$ cat config.mk
export PLATFORM = sky130hd
export DESIGN_NAME = kbd_input_arbiter_flat
export DESIGN_NICKNAME = d
export VERILOG_FILES = /design/src/rtl/kbd_arb_pkg.sv /design/src/rtl/kbd_input_arbiter_if.sv /design/src/rtl/kbd_fifo.sv /design/src/rtl/kbd_input_arbiter.sv /design/src/flat_wrapper.sv
export SDC_FILE = /design/constraint.sdc
export NUM_CORES = 1
export LEC_CHECK = 0
export BUFFER_PORTS_ARGS = -buffer_cell sky130_fd_sc_hd__buf_2
export CORE_MARGIN = 4
export CORE_UTILIZATION = 53
export CTS_BUF_LIST = sky130_fd_sc_hd__clkbuf_16
export DETAILED_ROUTE_END_ITERATION = 16
export GPL_ROUTABILITY_DRIVEN = 0
export PLACE_DENSITY = 0.81
export SLEW_MARGIN = 20
export SYNTH_ARGS = -nofsm -noshare
export SYNTH_HDL_FRONTEND = slang
export SYNTH_SLANG_ARGS = --single-unit
export TNS_END_PERCENT = 100
$ cat constraint.sdc
create_clock -name clk25 -period 1.8 [get_ports clk25]
set_input_delay 0.36 -clock clk25 [delete_from_list [all_inputs] [get_ports clk25]]
set_output_delay 0.36 -clock clk25 [all_outputs]
set_load 0.1 [all_outputs]
$ cat src/rtl/kbd_arb_pkg.sv
// Shared types and constants for the Apple 1 keyboard input arbiter.
// Holds the state and mode encodings and the byte translation helper.
package kbd_arb_pkg;

    typedef enum logic [1:0] {
        IDLE = 2'd0,
        HOLD = 2'd1,
        GAP  = 2'd2
    } kbd_state_e;

    localparam logic [1:0] MODE_BOTH = 2'b00;
    localparam logic [1:0] MODE_UART = 2'b01;
    localparam logic [1:0] MODE_PS2  = 2'b10;
    localparam logic [1:0] MODE_NONE = 2'b11;

    localparam logic [7:0] ASCII_CR = 8'h0D;
    localparam logic [7:0] ASCII_LF = 8'h0A;

    localparam logic SRC_UART = 1'b0;
    localparam logic SRC_PS2  = 1'b1;

    // Line-end codes pass untouched; lower-case letters fold to upper case when enabled.
    function automatic logic [7:0] kbd_translate(input logic [7:0] c, input logic upper_en);
        logic [7:0] r;
        r = c;
        case (c)
            ASCII_CR, ASCII_LF: r = c;
            default: begin
                if (upper_en && (c >= 8'h61) && (c <= 8'h7A)) begin
                    r = c - 8'h20;
                end
            end
        endcase
        return r;
    endfunction

endpackage

$ cat src/rtl/kbd_input_arbiter_if.sv
// Bundle of the source handshakes, CPU read strobe and keyboard register outputs.
// The arbiter uses the slave view; whatever drives the sources and CPU uses master.
interface kbd_input_arbiter_if;
    logic [1:0] src_mode;
    logic       uart_valid;
    logic [7:0] uart_data;
    logic       uart_ready;
    logic       uart_cts;
    logic       ps2_strobe;
    logic [7:0] ps2_data;
    logic       ps2_overflow;
    logic       cpu_rd;
    logic       key_ready;
    logic [7:0] key_data;

    modport slave (
        input  src_mode, uart_valid, uart_data, ps2_strobe, ps2_data, cpu_rd,
        output uart_ready, uart_cts, ps2_overflow, key_ready, key_data
    );

    modport master (
        output src_mode, uart_valid, uart_data, ps2_strobe, ps2_data, cpu_rd,
        input  uart_ready, uart_cts, ps2_overflow, key_ready, key_data
    );
endinterface

$ cat src/rtl/kbd_fifo.sv
// Small synchronous FIFO with registered full/empty flags and an occupancy count.
// Head data is read combinationally so a pop and its data land on the same edge.
module kbd_fifo #(
    parameter int DEPTH = 4,
    parameter int WIDTH = 8
) (
    input  logic                     clk,
    input  logic                     rst,
    input  logic                     push_i,
    input  logic [WIDTH-1:0]         wdata_i,
    input  logic                     pop_i,
    output logic [WIDTH-1:0]         rdata_o,
    output logic                     full_o,
    output logic                     empty_o,
    output logic [$clog2(DEPTH):0]   count_o
);
    localparam int AW = $clog2(DEPTH);
    localparam int CW = AW + 1;

    logic [WIDTH-1:0] mem_q [DEPTH];
    logic [AW-1:0]    wr_ptr_q;
    logic [AW-1:0]    rd_ptr_q;
    logic [CW-1:0]    count_q;
    logic [CW-1:0]    count_d;
    logic             full_q;
    logic             empty_q;
    logic             push_ok;
    logic             pop_ok;

    assign push_ok = push_i && !full_q;
    assign pop_ok  = pop_i && !empty_q;

    always_comb begin
        count_d = count_q;
        if (push_ok && !pop_ok) begin
            count_d = count_q + 1'b1;
        end else if (!push_ok && pop_ok) begin
            count_d = count_q - 1'b1;
        end
    end

    // Power-of-two depth lets the pointers wrap by natural overflow.
    always_ff @(posedge clk or posedge rst) begin
        if (rst) begin
            wr_ptr_q <= '0;
            rd_ptr_q <= '0;
            count_q  <= '0;
            full_q   <= 1'b0;
            empty_q  <= 1'b1;
        end else begin
            if (push_ok) wr_ptr_q <= wr_ptr_q + 1'b1;
            if (pop_ok)  rd_ptr_q <= rd_ptr_q + 1'b1;
            count_q <= count_d;
            full_q  <= (count_d == CW'(DEPTH));
            empty_q <= (count_d == '0);
        end
    end

    always_ff @(posedge clk) begin
        if (push_ok) begin
            mem_q[wr_ptr_q] <= wdata_i;
        end
    end

    assign rdata_o = mem_q[rd_ptr_q];
    assign full_o  = full_q;
    assign empty_o = empty_q;
    assign count_o = count_q;

endmodule

$ cat src/rtl/kbd_input_arbiter.sv
// Merges UART and PS/2 key bytes into the Apple 1 KBD/KBDCR register.
// Each source is buffered; a round-robin FSM presents one key until the CPU reads it.
module kbd_input_arbiter
    import kbd_arb_pkg::*;
#(
    parameter int FIFO_DEPTH   = 4,
    parameter int UPPERCASE_EN = 1,
    parameter int LF_DROP      = 1,
    parameter int GAP_CYCLES   = 2
) (
    input  logic                 clk25,
    input  logic                 rst,
    kbd_input_arbiter_if.slave   bus
);
    localparam int CW = $clog2(FIFO_DEPTH) + 1;
    localparam int GW = (GAP_CYCLES < 2) ? 1 : $clog2(GAP_CYCLES);
    // GAP state lasts one cycle less than the low time: the IDLE load edge closes the gap.
    localparam logic [GW-1:0] GAP_LOAD = GW'((GAP_CYCLES > 1) ? GAP_CYCLES - 1 : 0);

    localparam logic [1:0] ST_IDLE = 2'(IDLE);
    localparam logic [1:0] ST_HOLD = 2'(HOLD);
    localparam logic [1:0] ST_GAP  = 2'(GAP);

    logic [7:0]    uart_char;
    logic [7:0]    ps2_char;
    logic          uart_is_lf;
    logic          ps2_is_lf;
    logic          uart_ready;
    logic          uart_push;
    logic          ps2_push;
    logic          ovf_d;

    logic          uart_pop;
    logic          ps2_pop;
    logic [7:0]    uart_rdata;
    logic [7:0]    ps2_rdata;
    logic          uart_full;
    logic          ps2_full;
    logic          uart_empty;
    logic          ps2_empty;
    logic [CW-1:0] uart_count;
    logic [CW-1:0] ps2_count_unused;

    logic          uart_en;
    logic          ps2_en;
    logic          uart_cand;
    logic          ps2_cand;
    logic          grant_ps2;
    logic [7:0]    grant_data;

    logic [1:0]    state_q, state_d;
    logic          rr_q, rr_d;
    logic [GW-1:0] gap_q, gap_d;
    logic          key_ready_q, key_ready_d;
    logic [7:0]    key_data_q, key_data_d;
    logic          ovf_q;

    // Write-side translation happens before the FIFO so stored bytes are final.
    assign uart_char  = kbd_translate(bus.uart_data, UPPERCASE_EN != 0);
    assign ps2_char   = kbd_translate(bus.ps2_data, UPPERCASE_EN != 0);
    assign uart_is_lf = (LF_DROP != 0) && (bus.uart_data == ASCII_LF);
    assign ps2_is_lf  = (LF_DROP != 0) && (bus.ps2_data == ASCII_LF);

    assign uart_ready = !rst && !uart_full;
    assign uart_push  = bus.uart_valid && uart_ready && !uart_is_lf;
    assign ps2_push   = bus.ps2_strobe && !ps2_full && !ps2_is_lf;
    assign ovf_d      = bus.ps2_strobe && ps2_full && !ps2_is_lf;

    kbd_fifo #(.DEPTH(FIFO_DEPTH), .WIDTH(8)) u_uart_fifo (
        .clk     (clk25),
        .rst     (rst),
        .push_i  (uart_push),
        .wdata_i (uart_char),
        .pop_i   (uart_pop),
        .rdata_o (uart_rdata),
        .full_o  (uart_full),
        .empty_o (uart_empty),
        .count_o (uart_count)
    );

    kbd_fifo #(.DEPTH(FIFO_DEPTH), .WIDTH(8)) u_ps2_fifo (
        .clk     (clk25),
        .rst     (rst),
        .push_i  (ps2_push),
        .wdata_i (ps2_char),
        .pop_i   (ps2_pop),
        .rdata_o (ps2_rdata),
        .full_o  (ps2_full),
        .empty_o (ps2_empty),
        .count_o (ps2_count_unused)
    );

    always_comb begin
        uart_en = 1'b0;
        ps2_en  = 1'b0;
        case (bus.src_mode)
            MODE_BOTH: begin
                uart_en = 1'b1;
                ps2_en  = 1'b1;
            end
            MODE_UART: uart_en = 1'b1;
            MODE_PS2:  ps2_en  = 1'b1;
            MODE_NONE: ;
        endcase
    end

    assign uart_cand = uart_en && !uart_empty;
    assign ps2_cand  = ps2_en && !ps2_empty;
    // With both candidates, the source other than the last winner gets the grant.
    assign grant_ps2  = (uart_cand && ps2_cand) ? (rr_q == SRC_UART) : ps2_cand;
    assign grant_data = grant_ps2 ? ps2_rdata : uart_rdata;

    always_comb begin
        state_d     = state_q;
        rr_d        = rr_q;
        gap_d       = gap_q;
        key_ready_d = key_ready_q;
        key_data_d  = key_data_q;
        uart_pop    = 1'b0;
        ps2_pop     = 1'b0;
        case (state_q)
            ST_IDLE: begin
                if (uart_cand || ps2_cand) begin
                    uart_pop    = !grant_ps2;
                    ps2_pop     = grant_ps2;
                    key_data_d  = grant_data | 8'h80;
                    key_ready_d = 1'b1;
                    rr_d        = grant_ps2 ? SRC_PS2 : SRC_UART;
                    state_d     = ST_HOLD;
                end
            end
            ST_HOLD: begin
                if (bus.cpu_rd) begin
                    key_ready_d = 1'b0;
                    gap_d       = GAP_LOAD;
                    state_d     = ST_GAP;
                end
            end
            ST_GAP: begin
                if (gap_q <= GW'(1)) begin
                    gap_d   = '0;
                    state_d = ST_IDLE;
                end else begin
                    gap_d = gap_q - 1'b1;
                end
            end
            default: state_d = ST_IDLE;
        endcase
    end

    always_ff @(posedge clk25 or posedge rst) begin
        if (rst) begin
            state_q     <= ST_IDLE;
            rr_q        <= SRC_UART;
            gap_q       <= '0;
            key_ready_q <= 1'b0;
            key_data_q  <= 8'h00;
            ovf_q       <= 1'b0;
        end else begin
            state_q     <= state_d;
            rr_q        <= rr_d;
            gap_q       <= gap_d;
            key_ready_q <= key_ready_d;
            key_data_q  <= key_data_d;
            ovf_q       <= ovf_d;
        end
    end

    assign bus.uart_ready   = uart_ready;
    assign bus.uart_cts     = !rst && (uart_count <= CW'(FIFO_DEPTH - 2));
    assign bus.ps2_overflow = ovf_q;
    assign bus.key_ready    = key_ready_q;
    assign bus.key_data     = key_data_q;

endmodule
$ cat src/flat_wrapper.sv
// flat-port wrapper written by rule: the top's interface ports become plain ports
module kbd_input_arbiter_flat import kbd_arb_pkg::*;
#(
    parameter int FIFO_DEPTH   = 4,
    parameter int UPPERCASE_EN = 1,
    parameter int LF_DROP      = 1,
    parameter int GAP_CYCLES   = 2
)
  (clk25, rst, bus_src_mode, bus_uart_valid, bus_uart_data, bus_ps2_strobe, bus_ps2_data, bus_cpu_rd, bus_uart_ready, bus_uart_cts, bus_ps2_overflow, bus_key_ready, bus_key_data);
  kbd_input_arbiter_if bus_i ();
  input  logic clk25;
  input  logic rst;
  input wire logic [$bits(bus_i.src_mode)-1:0] bus_src_mode;
  input wire logic [$bits(bus_i.uart_valid)-1:0] bus_uart_valid;
  input wire logic [$bits(bus_i.uart_data)-1:0] bus_uart_data;
  input wire logic [$bits(bus_i.ps2_strobe)-1:0] bus_ps2_strobe;
  input wire logic [$bits(bus_i.ps2_data)-1:0] bus_ps2_data;
  input wire logic [$bits(bus_i.cpu_rd)-1:0] bus_cpu_rd;
  output wire logic [$bits(bus_i.uart_ready)-1:0] bus_uart_ready;
  output wire logic [$bits(bus_i.uart_cts)-1:0] bus_uart_cts;
  output wire logic [$bits(bus_i.ps2_overflow)-1:0] bus_ps2_overflow;
  output wire logic [$bits(bus_i.key_ready)-1:0] bus_key_ready;
  output wire logic [$bits(bus_i.key_data)-1:0] bus_key_data;
  assign bus_i.src_mode = bus_src_mode;
  assign bus_i.uart_valid = bus_uart_valid;
  assign bus_i.uart_data = bus_uart_data;
  assign bus_i.ps2_strobe = bus_ps2_strobe;
  assign bus_i.ps2_data = bus_ps2_data;
  assign bus_i.cpu_rd = bus_cpu_rd;
  assign bus_uart_ready = bus_i.uart_ready;
  assign bus_uart_cts = bus_i.uart_cts;
  assign bus_ps2_overflow = bus_i.ps2_overflow;
  assign bus_key_ready = bus_i.key_ready;
  assign bus_key_data = bus_i.key_data;
  kbd_input_arbiter #(.FIFO_DEPTH(FIFO_DEPTH), .UPPERCASE_EN(UPPERCASE_EN), .LF_DROP(LF_DROP), .GAP_CYCLES(GAP_CYCLES)) u_core (.clk25(clk25), .rst(rst), .bus(bus_i));
endmodule
======== Word level (Yosys, flattened, before mapping) ========
Memories as Yosys holds them, arrays and structs flattened.
Index checks and enable logic that the tools add are counted.
word-level totals
  bits in registers ....................... 32
  bits in writable memories ............... 64
  output and inout port bits .............. 12
  memories kept ........................... 2
operators by class
  $add $sub $neg .......................... 11
  order comparisons ....................... 6
  eq/ne operators ......................... 13
  mux-type cells .......................... 31
  bitwise operators ....................... 1
  reductions and logical operators ........ 48
memory list
  name                      depth  width  read ports  clocked after Yosys merged registers in  write ports  RTL line        text
  u_core.u_ps2_fifo.mem_q   4      8      1           0                                        1            kbd_fifo.sv:20  logic [WIDTH-1:0] mem_q [DEPTH];
  u_core.u_uart_fifo.mem_q  4      8      1           0                                        1            kbd_fifo.sv:20
operators with widths
  operator               count
  $eq A8 B4 Y1 const B   4
  $mux W8                4
  $logic_and A1 B1 Y1    21
  $ge A8 B7 Y1 const B   2
  $le A8 B7 Y1 const B   2
  $mux W1                16
  $sub A8 B6 Y8 const B  2
  $logic_not A1 Y1       12
  $mux W3                4
  $add A2 B1 Y2 const B  4
  $reduce_or A2 Y1       4
  $mux W7                1
  $add A3 B1 Y3 const B  2
  $eq A3 B3 Y1 const B   2
  $logic_not A3 Y1       2
  $mux W2                3
  $pmux W2 S3            1
  $reduce_and A3 Y1      2
  $sub A3 B1 Y3 const B  2
  $eq A2 B1 Y1 const B   2
  $eq A2 B2 Y1 const B   2
  $logic_not A2 Y1       2
  $ne A2 B1 Y1 const B   2
  $pmux W1 S2            2
  other kinds (8)        10

======== Logic depth before layout (Yosys ltp) ========
  depth after elaboration ................. 14
  gate-level depth with buffers ........... 7
  depth with buffers taken out ............ 7

======== By module ========
A second synthesis with hierarchy kept.
second synthesis, totals
  cells, all modules ...................... 292
  area, all modules ....................... 4,214.0 µm²
by module, submodules not included
  module                         instances  cells each  area each (µm²)  seq. area each (µm²)
  kbd_fifo (u_core.u_uart_fifo)  1          98          1,705.4          1,187.4
  kbd_fifo (u_core.u_ps2_fifo)   1          98          1,704.1          1,187.4
  kbd_input_arbiter              1          96          804.5            325.3

======== Least setup slack after synthesis ========
Ideal clock, no wire load.
  kind .................................... register -> output
  from .................................... register u_core.u_uart_fifo.count_q[0], in the netlist u_core.u_uart_fifo.count_o[0]
  to ...................................... output port bus_uart_cts
  data arrival time ....................... 2,946 ps
  data required time ...................... 1,440 ps
  slack ................................... -1,506 ps
  stages on the path, launching flop included .. 5
  path through ............................ dfrtp_1 inv_1 ha_1 inv_1 a211oi_1
between the ends
  word-level cells in the longest chain between the ends .. 2
RTL lines
  what                    RTL line                  text
  from (decl)             kbd_fifo.sv:23            logic [CW-1:0] count_q;
  from (signal assigned)  kbd_fifo.sv:53            count_q <= count_d;
  $le A3 B2 Y1            kbd_input_arbiter.sv:170  assign bus.uart_cts = !rst && (uart_count <= CW'(FIFO_DEPTH - 2));
  $logic_and A1 B1 Y1     kbd_input_arbiter.sv:170
  to (decl)               flat_wrapper.sv:20        output wire logic [$bits(bus_i.uart_cts)-1:0] bus_uart_cts;
No other way between the ends.

======== Worst setup path after layout ========
  from .................................... register u_core.state_q[0]
  to ...................................... register u_core.u_ps2_fifo.empty_q, in the netlist u_core.u_ps2_fifo.empty_o
between the ends
  word-level cells in the longest chain between the ends .. 7
  elaborated cells between the ends (all ways) .. 9
RTL lines
  what                                                            RTL line                        text
  from (decl)                                                     kbd_input_arbiter.sv:51         logic [1:0] state_q, state_d;
  from (signal assigned)                                          kbd_input_arbiter.sv:160        state_q <= state_d;
  $logic_not A2 Y1 *                                              kbd_input_arbiter.sv:121        case (state_q)
  $mux W1 *                                                       kbd_input_arbiter.sv:121
  $logic_and A1 B1 Y1 *                                           kbd_fifo.sv:31                  assign pop_ok = pop_i && !empty_q;
  $logic_and A1 B1 Y1 / $logic_not A1 Y1 (equally long branches)  kbd_fifo.sv:37, kbd_fifo.sv:35
  $mux W3 / $logic_and A1 B1 Y1 (equally long branches)           kbd_fifo.sv:37, kbd_fifo.sv:35
  $mux W3 *                                                       kbd_fifo.sv:35                  if (push_ok && !pop_ok) begin
  $logic_not A3 Y1 *                                              kbd_fifo.sv:55                  empty_q <= (count_d == '0);
  to (signal assigned)                                            kbd_fifo.sv:55
  to (decl)                                                       kbd_fifo.sv:26                  logic empty_q;
Every way passes the cells marked *; elsewhere a longest branch is shown, timed or not.
A chain may end at the register's enable or synchronous reset.

==> metrics.md <==
| Metric | Value |
|---|---|
| Sw Ratio | `0.385` |
| Fraction of layout cells with a size suffix above 1 | `0.375` |
| Synth top area cells | `edfxtp_1, dfrtp_1, mux4_2` |
| Die H | `93.4 µm` |
| Final worst path period need | `1810 ps` |
| Worst EP required | `2070 ps` |
| Number of instances in the placed design | `409` |
| Overall power consumption | `8.05 mW` |
| Num CTS Buffers | `9` |
| Largest net degree at the start of global routing | `32` |
| WL/cell | `18.1 µm` |
| Mux share of post-synthesis cell area | `0.0867` |
| N_diodes | `0` |
| Number of flops mapped to enable cells by yosys | `56` |
| Clock Path Buffers | `2` |
| Final setup violation count | `1` |
| Unrepaired setup endpoints after global routing | `true` |
| CTS tree | `yes` |
| GR peak layer | `met2` |
| H-tree depth | `3` |
| Syn_area_per_cell | `14.7 µm²` |
| Met1 Use GR | `0.222` |
| Crit path max fanout | `6` |
| Routed via count | `2379` |
| Pre-CTS worst setup slack | `-112 ps` |
| Cell internal pwr | `4.95 mW` |
| Status | `finished with violations` |
| Non-Filler Instances | `429` |
| Final Instance Area | `4710 µm²` |
| Async set or reset register ratio after synthesis | `0.356` |
| Failing checks | `negative setup slack` |
| Final hold violations | `0` |
| Clk pwr share | `0.230` |
| Sequential Power Share | `0.375` |
| Setup crit start kind | `register` |
| VDD IR max | `908 µV` |
| Final slew viol count | `0` |
| Reg-to-Reg Start | `u_core.state_q[0]` |
| Detail Route Antenna Nets | `0` |
| XOR/XNOR share of the synthesized area | `0.0272` |
| Worst Setup End Kind | `register` |
| CP delay by family, top | `simple AND/OR/NAND/NOR gates` |
| CTS clk-pin slew, worst paths | `60 ps` |
| Largest family of logic cells by synthesized area | `simple AND/OR/NAND/NOR gates` |
| Crit path launch | `u_core.state_q[0]` |
| Drt total wl | `7760 µm` |
| PwrDens | `1710 nW/µm²` |
| Post-synth cell types | `50` |
| Row count | `30` |
| Met2 Use GR | `0.337` |
| Slowest library cell on the worst path | `or4_4` |
| Top Ports | `35` |
| Post-synth top area share | `0.435` |
| Critical path class | `register to register` |
| DRC | `0` |
| Final Worst Setup Slack | `-7.71 ps` |
| Main flop type after synthesis | `edfxtp_1` |
| Number of synthesized register bits | `87` |
| IO buf count | `34` |
| DR vias/cell | `5.55` |
| Clk sinks | `87` |
| Post-synthesis sequential area ratio | `0.636` |
| Max Cap Viol | `0` |
| Die ar. | `8730 µm²` |
| Mapped Nets | `299` |
| Fin util | `0.678` |
| Synthesized netlist cell count | `263` |
| Final Skew | `4.28 ps` |
| M3 GR Usage | `0.0394` |
| Clock Latency Late Sink | `340 ps` |
| Switch Pwr | `3.10 mW` |
| Vias in the first global route | `2501` |
| Nets | `364` |
| Netlist Area Pre-Place | `3870 µm²` |
| Cell Chain, Critical Path | `or4_4 > nor2_4 > xnor2_1 > a221oi_2 > buf_4 > nor2_2` |
| Core area | `6940 µm²` |
| Post-DP Area | `4350 µm²` |
| Dpl hpwl | `5240 µm` |
| Leading area contributor after synthesis | `edfxtp_1` |
| Post-Synth Simple-Gate Area | `0.111` |
| Most numerous cell in the Yosys netlist | `edfxtp_1` |
| Pleak | `1.87 nW` |
| Antenna violations before repair | `0` |
| Synth Area in Adders | `0.0502` |
| Worst slew pin tran | `489 ps` |
| Commonest cells in the netlist | `edfxtp_1, nand2_1, dfrtp_1` |
| Die W | `93.4 µm` |
| Critical path arrival | `2080 ps` |
| Iteration-0 DRC Markers | `156` |
| First-pass GRT wire length | `12300 µm` |
| Max incr delay on CP | `530 ps` |
| Tcrit/Tclk final | `1.00` |
| Hold crit path type | `primary input to asynchronous set/reset pin` |
| Synth Area in Compound Gates | `0.0618` |
| Synth Warn # | `0` |
| Grt total ovfl | `0` |
| Total track usage | `0.188` |
| Comb power frac | `0.395` |
| TritonRoute pass-1 iters | `4` |
| Achievable clock frequency | `553 MHz` |
| Clock root cell | `clkbuf_16` |
| Buf/Inv on CP | `1` |
| Slew margin rel. | `0.674` |
| Initial Util | `0.557` |
| Area growth syn-to-layout | `21.8%` |
-- routing by layer --
metal  vias up  part of all wire
met3        13             0.038
li1       1103                 -
met1      1208              0.40
met4         0             0.018
met2        55              0.54
met5         -                 0
-- through the flow --
step | TNS (ps) | hold WS [ps]
floorplan | -670 | 459
global placement | -1250 | 445
detailed placement | -2050 | 449
CTS | 0 | 172
global route | -152 | 210
finish | -7.71 | 158
-- cell families (layout without fill, tap and decap cells) --
logic type / Yosys count / count (layout)
adders and majority gates: 16 / 16
and+or+nand+nor: 77 / 77
buffers and inverters: 25 / 95
xor gates and xnor gates: 12 / 12
DFF: 87 / 87
AOI/OAI and AO/OA: 30 / 30
muxes: 16 / 16
-- sequential cells by signal (all words and copies together) (netlist names) --
name	flops
u_core.rr_q	1
u_core.u_ps2_fifo.rd_ptr_q	2
u_core.u_ps2_fifo.full_o	1
u_core.u_uart_fifo.empty_o	1
u_core.u_uart_fifo.count_o	3
u_core.u_uart_fifo.rd_ptr_q	2
u_core.u_uart_fifo.wr_ptr_q	2
u_core.u_uart_fifo.mem_q	28
u_core.state_q	2
u_core.bus.key_ready	1
u_core.u_ps2_fifo.wr_ptr_q	2
u_core.bus.key_data	8
u_core.u_ps2_fifo.empty_o	1
u_core.u_ps2_fifo.count_o	3
u_core.bus.ps2_overflow	1
u_core.u_uart_fifo.full_o	1
u_core.u_ps2_fifo.mem_q	28
-- final timing paths --
check | end | slack (ps) | cells after the start
max reg2reg | u_core.u_ps2_fifo.empty_o | -8 | 6
min reg2reg | u_core.bus.key_data[6] | 470 | 2
min in group clk25 | u_core.state_q[0] | 220 | 2
max | u_core.u_ps2_fifo.empty_o | -8 | 6
min | u_core.u_uart_fifo.full_o | 160 | 3
max in group asynchronous | u_core.u_ps2_fifo.empty_o | 1300 | 3
-- tightest hold or removal path, cell delays in order --
cell   delay [ps]
buf_2         140
inv_1          50
buf_4         370
-- cell usage in the layout (no fill, tap or decap), drive strengths merged, types with 2 or more instances in the layout --
| cell type | netlist | layout |
|---|---|---|
| nor3 | 3 | 3 |
| nor4 | 3 | 3 |
| a22oi | 7 | 7 |
| nand3 | 3 | 3 |
| clkinv | 0 | 2 |
| clkbuf | 5 | 9 |
| dfstp | 2 | 2 |
| or4 | 2 | 2 |
| nand2 | 30 | 30 |
| inv | 16 | 18 |
| o21ai | 8 | 8 |
| buf | 4 | 63 |
| ha | 13 | 13 |
| edfxtp | 56 | 56 |
| clkinvlp | 0 | 2 |
| mux2i | 2 | 2 |
| nor2 | 15 | 15 |
| nand2b | 3 | 3 |
| a211oi | 2 | 2 |
| and2 | 9 | 9 |
| a21oi | 2 | 2 |
| xnor2 | 12 | 12 |
| mux4 | 14 | 14 |
| a41oi | 2 | 2 |
| o22ai | 2 | 2 |
| or3 | 3 | 3 |
| dfrtp | 29 | 29 |
| maj3 | 3 | 3 |
-- power by group through the flow --
stage,logic (mW),registers (mW),clock network (mW)
finish,3.18,3.02,1.85
CTS,3.10,3.01,1.87
global route,3.43,3.06,1.96
global placement,2.93,3.01,0
detailed placement,3.04,3.04,0
floorplan,1.76,3.55,0
-- cell type report --
type | instances | area, µm²
multi-input cells | 151 | 1370
inverters | 16 | 60.1
fillers | 465 | 2230
clock buffers | 9 | 225
repair buffers | 63 | 403
well taps | 96 | 120
clock inverters | 7 | 71.3
flip-flops and latches | 87 | 2460
-- timing repair --
action,4_1_cts,5_1_grt
endpoints found under the setup margin,2,19
resized for setup,1,10
buffers inserted,1,3
pin swaps,0,10
hold buffers,0,0
No activity file was read; power rests on OpenSTA's default activity.
